**src/rtl/scan_cmd_sequencer.sv**
```systemverilog
// Serializes 8-bit commands onto the control unit's scan port, then reads result bits back into a parallel response.
// The optional macro SEQ_CMD_QUEUE_EN adds a 2-entry command queue with back-to-back issue.
module scan_cmd_sequencer #(
  parameter int RUN_CYCLES = 1,
  parameter int RESP_BITS  = 5
) (
  input  logic                 clk,
  input  logic                 reset,
  input  logic                 cmd_valid,
  output logic                 cmd_ready,
  input  logic [7:0]           cmd_word,
  input  logic                 clear_req,
  output logic                 resp_valid,
  output logic [RESP_BITS-1:0] resp_data,
  output logic                 busy,
  output logic                 cu_data_in,
  output logic                 cu_reset,
  output logic                 cu_run,
  output logic                 cu_shift,
  output logic                 cu_update,
  input  logic                 cu_data_out
);
  typedef enum logic [2:0] {
    S_IDLE, S_CLEAR, S_SHIFT, S_UPDATE, S_RUN, S_READ, S_DONE
  } state_t;

  localparam logic [3:0] RUN_LAST  = 4'(RUN_CYCLES - 1);
  localparam logic [3:0] RESP_LAST = 4'(RESP_BITS - 1);

  state_t               state_q, state_d;
  logic [3:0]           cnt_q, cnt_d;
  logic [7:0]           cmd_q, cmd_d;
  logic [RESP_BITS-1:0] sh_q, sh_d, resp_q, resp_d;
  logic                 clr_pend_q, clr_pend_d;
  logic                 rdy_q, rdy_d;
  logic                 busy_q, resp_valid_q, cu_data_in_q;
  logic                 cu_reset_q, cu_run_q, cu_shift_q, cu_update_q;
  logic                 clr_any, have_cmd, chain_ok;
  logic [7:0]           next_cmd;

  assign clr_any = clear_req | clr_pend_q;

`ifdef SEQ_CMD_QUEUE_EN
  logic [7:0] fifo_q [2];
  logic [1:0] fcnt_q;
  logic       push, pop, wr_hi;

  assign cmd_ready = rdy_q & (fcnt_q != 2'd2);
  assign push      = cmd_valid & cmd_ready;
  // Entering SHIFT only ever happens by issuing a fresh command.
  assign pop       = (state_d == S_SHIFT) & (state_q != S_SHIFT);
  assign wr_hi     = (fcnt_q == 2'd1) & ~pop;
  assign have_cmd  = (fcnt_q != 2'd0) & ~clr_any;
  assign chain_ok  = have_cmd;
  assign next_cmd  = fifo_q[0];
  assign rdy_d     = 1'b1;

  always_ff @(posedge clk) begin
    if (!reset) begin
      fcnt_q    <= '0;
      fifo_q[0] <= '0;
      fifo_q[1] <= '0;
    end else begin
      if (pop) fifo_q[0] <= fifo_q[1];
      if (push) begin
        if (wr_hi) fifo_q[1] <= cmd_word;
        else       fifo_q[0] <= cmd_word;
      end
      fcnt_q <= fcnt_q + {1'b0, push} - {1'b0, pop};
    end
  end
`else
  assign cmd_ready = rdy_q & ~clr_any;
  assign have_cmd  = cmd_valid & cmd_ready;
  assign chain_ok  = 1'b0;
  assign next_cmd  = cmd_word;
  assign rdy_d     = (state_d == S_IDLE);
`endif

  always_comb begin
    state_d    = state_q;
    cnt_d      = cnt_q;
    cmd_d      = cmd_q;
    sh_d       = sh_q;
    resp_d     = resp_q;
    clr_pend_d = clr_pend_q | clear_req;
    case (state_q)
      S_IDLE: begin
        if (clr_any) begin
          state_d    = S_CLEAR;
          clr_pend_d = 1'b0;
        end else if (have_cmd) begin
          state_d = S_SHIFT;
          cmd_d   = next_cmd;
          cnt_d   = '0;
        end
      end
      S_CLEAR: state_d = S_IDLE;
      S_SHIFT: begin
        if (cnt_q == 4'd7) begin
          state_d = S_UPDATE;
          cnt_d   = '0;
        end else begin
          cnt_d = cnt_q + 4'd1;
        end
      end
      S_UPDATE: begin
        state_d = S_RUN;
        cnt_d   = '0;
      end
      S_RUN: begin
        if (cnt_q == RUN_LAST) begin
          cnt_d = '0;
          if (cmd_q[7:6] != 2'b00) begin
            state_d = S_READ;
          end else if (chain_ok) begin
            state_d = S_SHIFT;
            cmd_d   = next_cmd;
          end else begin
            state_d = S_IDLE;
          end
        end else begin
          cnt_d = cnt_q + 4'd1;
        end
      end
      S_READ: begin
        // cu_data_out still holds the pre-shift bit at this edge
        sh_d = RESP_BITS'({sh_q, cu_data_out});
        if (cnt_q == RESP_LAST) begin
          state_d = S_DONE;
          resp_d  = sh_d;
          cnt_d   = '0;
        end else begin
          cnt_d = cnt_q + 4'd1;
        end
      end
      S_DONE: begin
        if (chain_ok) begin
          state_d = S_SHIFT;
          cmd_d   = next_cmd;
          cnt_d   = '0;
        end else begin
          state_d = S_IDLE;
        end
      end
      default: state_d = S_IDLE;
    endcase
  end

  always_ff @(posedge clk) begin
    if (!reset) begin
      state_q      <= S_IDLE;
      cnt_q        <= '0;
      cmd_q        <= '0;
      sh_q         <= '0;
      resp_q       <= '0;
      clr_pend_q   <= 1'b0;
      rdy_q        <= 1'b0;
      busy_q       <= 1'b0;
      resp_valid_q <= 1'b0;
      cu_data_in_q <= 1'b0;
      cu_reset_q   <= 1'b0;
      cu_run_q     <= 1'b0;
      cu_shift_q   <= 1'b0;
      cu_update_q  <= 1'b0;
    end else begin
      state_q      <= state_d;
      cnt_q        <= cnt_d;
      cmd_q        <= cmd_d;
      sh_q         <= sh_d;
      resp_q       <= resp_d;
      clr_pend_q   <= clr_pend_d;
      rdy_q        <= rdy_d;
      busy_q       <= (state_d != S_IDLE);
      resp_valid_q <= (state_d == S_DONE);
      cu_data_in_q <= (state_d == S_SHIFT) & cmd_d[3'd7 - cnt_d[2:0]];
      cu_reset_q   <= (state_d == S_CLEAR);
      cu_run_q     <= (state_d == S_RUN);
      cu_shift_q   <= (state_d == S_SHIFT) | (state_d == S_READ);
      cu_update_q  <= (state_d == S_UPDATE);
    end
  end

  assign busy       = busy_q;
  assign resp_valid = resp_valid_q;
  assign resp_data  = resp_q;
  assign cu_data_in = cu_data_in_q;
  assign cu_reset   = cu_reset_q;
  assign cu_run     = cu_run_q;
  assign cu_shift   = cu_shift_q;
  assign cu_update  = cu_update_q;
endmodule

```
**config.mk**
```make
export PLATFORM = sky130hd
export DESIGN_NAME = scan_cmd_sequencer
export DESIGN_NICKNAME = d
export VERILOG_FILES = /design/src/rtl/scan_cmd_sequencer.sv
export SDC_FILE = /design/constraint.sdc
export NUM_CORES = 1
export LEC_CHECK = 0
export ABC_AREA = 1
export BUFFER_PORTS_ARGS = -buffer_cell sky130_fd_sc_hd__clkbuf_2
export CORE_UTILIZATION = 35
export CTS_CLUSTER_DIAMETER = 40
export DETAILED_ROUTE_END_ITERATION = 8
export GPL_ROUTABILITY_DRIVEN = 0
export PLACE_DENSITY_LB_ADDON = 0.1
export SLEW_MARGIN = 20
export SYNTH_ARGS = -nofsm -noshare
export SYNTH_HDL_FRONTEND = slang
export SYNTH_SLANG_ARGS = --single-unit
```
**constraint.sdc**
```tcl
create_clock -name clk -period 4.6 [get_ports clk]
set_input_delay 0.92 -clock clk [delete_from_list [all_inputs] [get_ports clk]]
set_output_delay 0.92 -clock clk [all_outputs]
set_load 0.005 [all_outputs]
```
# After elaboration in Yosys (flattened, before gate mapping)
# Cells that the tools add are included.
# word_totals
ff_bits,33
latchBits,0
ram_bits,0
romBits,0
in_bits,13
out_inout_bits,13
memories,0
# classes
add_sub_neg,2
n_mul,0
n_div,0
magnitude_cmp,1
n_eq_ne,14
n_shift,0
mux,18
bitwise_logic,7
reduce_logical,9
# ops
op,n
8-bit two-way mux,3
4-bit two-way mux,5
4-bit one-hot mux with 5 select lines,1
3-bit two-way mux,6
3-bit == test (second input constant),5
3-bit one-hot mux with 5 select lines,1
3-bit by 2-bit == test with 1-bit output (second input constant),4
4-bit by 3-bit == test with 1-bit output (second input constant),2
3-bit logical NOT,2
5-bit nonzero test,1
4-bit by 1-bit adder with 4-bit output (second input constant),1
4-bit logical NOT,1
3-bit by 4-bit less-than comparator with 1-bit output (second input constant),1
2-bit != test (second input constant),2
1-bit bitwise AND,3
1-bit binary-select mux with 3-bit select,1
3-bit by 1-bit == test with 1-bit output (second input constant),1
3-bit AND reduction,1
3-bit nonzero test,1
3-bit subtractor (first input constant),1
1-bit inverter,2
1-bit OR,2
2-bit AND reduction,1
2-bit nonzero test,1
other kinds (2),2

# Logic depth before layout (Yosys ltp)
# logic_depth
word_depth,11
ltp_mapped,12

# Worst setup path after synthesis
# Ideal clock, no wire load.
# synth_path
kind,input port to output port
startpoint,input port clear_req
endpoint,output port cmd_ready
t_arrival_ns,1.210
t_required_ns,3.680
slack_ns,2.470
stages,2
n_path_buf,0
path_cell_list,nor2_4 > and2_1
# synth_via
elab_chain_cells,3
# synth_rtl
item,line_no,text
"start, declared",12,"input logic clear_req,"
1-bit OR,41,assign clr_any = clear_req | clr_pend_q;
1-bit inverter,73,assign cmd_ready = rdy_q & ~clr_any;
1-bit bitwise AND,73,
"end, declared",10,"output logic cmd_ready,"
# Every way passes these cells.

# Worst setup path in the final report
# Same ends and word-level chain as after synthesis.

==> flow_metrics.tcl <==
set metrics [dict create \
    outcome "complete, no violations" \
    drc 0 \
    rsz0062_at_grt "no" \
    postCtsResizedCells 0 \
    worstPathCellList "clkbuf_2 -> nor2_4 -> and2_1 -> clkbuf_2" \
    synthesis.nets 219 \
    ir_worst_vdd_v 0.000164 \
    postLayoutCoreUtil_pct 44.1 \
    port_buffers 25 \
    cts_setup_buffers 0 \
    synthToLayoutAreaGrowth_pct 17.4 \
    whs_ps 464 \
    antenna_cells 0 \
    period_needed_ps 2360 \
    layout_commonest_cell "nand2_1" \
    synth-seq-cells 33 \
    antenna_left 0 \
    insertion_delay_ps 280 \
    die-area_mm2 0.00471 \
    grt_pass1_wl_mm 5.31 \
    worst_setup_path_end_kind "output port" \
    core_area_mm2 0.00414 \
    layout-drive-gt1-share_pct 24.8 \
    arrival_ps 1440 \
    clock-sinks 33 \
    fmax_mhz 424 \
    maxSlewHeadroom_pct 51.6 \
    finalCritPeriodShare_pct 51.2 \
    syn_avg_cell_area_um2 7.62 \
    critPathLaunchType "input port" \
    r2r_setup_slack_ps 2880 \
    cts-root-buf "clkbuf_8" \
    rows 23 \
    cts_hold_buf 0 \
    finalSetupViolCount 0 \
    antenna_found_initial 0 \
    dr.pass1.iters 4 \
    ios 26 \
    initial_core_util_pct 37.5 \
    vias 1316 \
    cts_tree "done" \
    die_y_um 68.7 \
    htree_levels 2 \
    yosys_warnings 0 \
    p_leak_nw 0.875 \
    grt_pass1_vias 1174 \
    path_class "input port to output port" \
    hpwl_mm 2.31 \
    p_total_w 0.000607 \
    grt_usage_pct 15.5 \
    fin_nets 248 \
    ys_types 30 \
    hold_class "flop to flop" \
    slew_violations 0 \
    powerDensity_mw_per_mm2 333 \
    wl_mm 3.07 \
    vias_per_cell 4.63 \
    clock_path_buffers 2 \
    ys_seq_area_share_pct 42.5 \
    worst_slew_pin_slew_ps 725 \
    required_ps 3680 \
    grt_overflow 0 \
    placed_area_mm2 0.00172 \
    design_area_mm2 0.00183 \
    die_x_um 68.7 \
    cpPeakStageDelay_ps 170 \
    cpMostUsedCell "clkbuf_2" \
    netlist_area_mm2 0.00156 \
    grt_max_degree 24 \
    max_cap_viol_count 0 \
    routedWlPerCell_um 10.8 \
    syn_inst 204 \
    first_iter_violations 86 \
    finalHoldViolCount 0 \
    cp_max_fo 5 \
    cpMaxStageDelayCell "nor2_4" \
    fin_setup_tns_ps 0 \
    finalClockSkew_ps 4.10 \
    numCtsBuffers 5 \
    path_clk_slew_ps 60 \
    mostFrequentLayoutCells "nand2_1, nor2_1, dfxtp_1" \
]
-- layout make-up --
type	count	area (um^2)
clock inverter	1	5.00
timing repair buffer	25	125
inverter	24	90.1
multi-input combinational	144	786
fill	442	2320
sequential	33	661
tap	50	62.6
clock buffer	7	96.3
-- worst max-delay path, delay by kind of cell --
kind	cells	cell delay (ps)
simple gates	2	310
buf+inv	2	200
-- registers in the layout, indices dropped and copies added (netlist names) --
name        cells
busy            1
state_q         3
sh_q            4
cu_reset        1
cu_update       1
cu_shift        1
cnt_q           4
cu_run          1
clr_pend_q      1
rdy_q           1
cu_data_in      1
resp_valid      1
resp_data       5
cmd_q           8
-- synthesized netlist by cell type --
cell type	n	area (um^2)
and2_1	1	6.26
o31ai_1	1	7.51
nand3_4	2	35.0
o21bai_1	4	30.0
nand3_2	1	10.0
dfxtp_1	33	661
inv_2	4	15.0
nor2_8	1	20.0
nand3_1	18	90.1
a211oi_1	1	7.51
nand2_2	5	31.3
o21ai_1	3	15.0
nand4_1	3	18.8
nor2_2	1	6.26
o21ai_2	1	8.76
a21oi_1	5	25.0
ha_1	2	25.0
a21oi_2	4	35.0
nor3_4	1	16.3
o21ai_0	8	40.0
nor2_4	3	33.8
xor2_1	1	8.76
nand2_4	2	22.5
nand2_1	38	143
nor3_1	4	20.0
a31oi_1	1	6.26
nor2_1	33	124
inv_1	20	75.1
clkbuf_1	2	7.51
buf_6	1	11.3
-- where the power goes --
group,internal (W),switching [W]
combinational,0.0000252,0.0000453
clock,0.000135,0.000103
sequential,0.000294,0.00000419
-- worst paths after layout --
| check | cells after the start | end | from |
|---|---|---|---|
| worst max-delay path | 4 | cmd_ready | clear_req |
| worst min-delay path | 2 | resp_data[3] | resp_data[3] |
| worst max register to register | 12 | cu_data_in | cnt_q[0] |
| worst min register to register | 2 | resp_data[3] | resp_data[3] |
-- kinds of logic (layout without fill, tap and decap cells) --
kind of cell / count (synthesis) / count (layout) / share of synthesized area [%]
AND/OR/NAND/NOR: 113 / 113 / 37.1
flip-flops: 33 / 33 / 42.5
AO/OA/AOI/OAI: 28 / 28 / 11.3
buffers and inverters: 27 / 57 / 7.00
adder cells (fa/ha/maj): 2 / 2 / 1.61
XOR/XNOR: 1 / 1 / 0.563
-- layer usage --
layer  vias up  wire length [um]  GRT usage [%]
met2        25              1300           23.0
met1       571              1580           21.2
met3         5               139           4.44
met5         -                 0              0
li1        715                 -              -
met4         0                37           5.47
-- stage by stage --
stage / cells / setup slack (ps)
after floorplan: 204 / 2470
after global placement: 276 / 2260
after detailed placement: 276 / 2240
after CTS: 284 / 2240
after global routing: 284 / 2180
final: 284 / 2240
(Power assumes the default switching activity.)
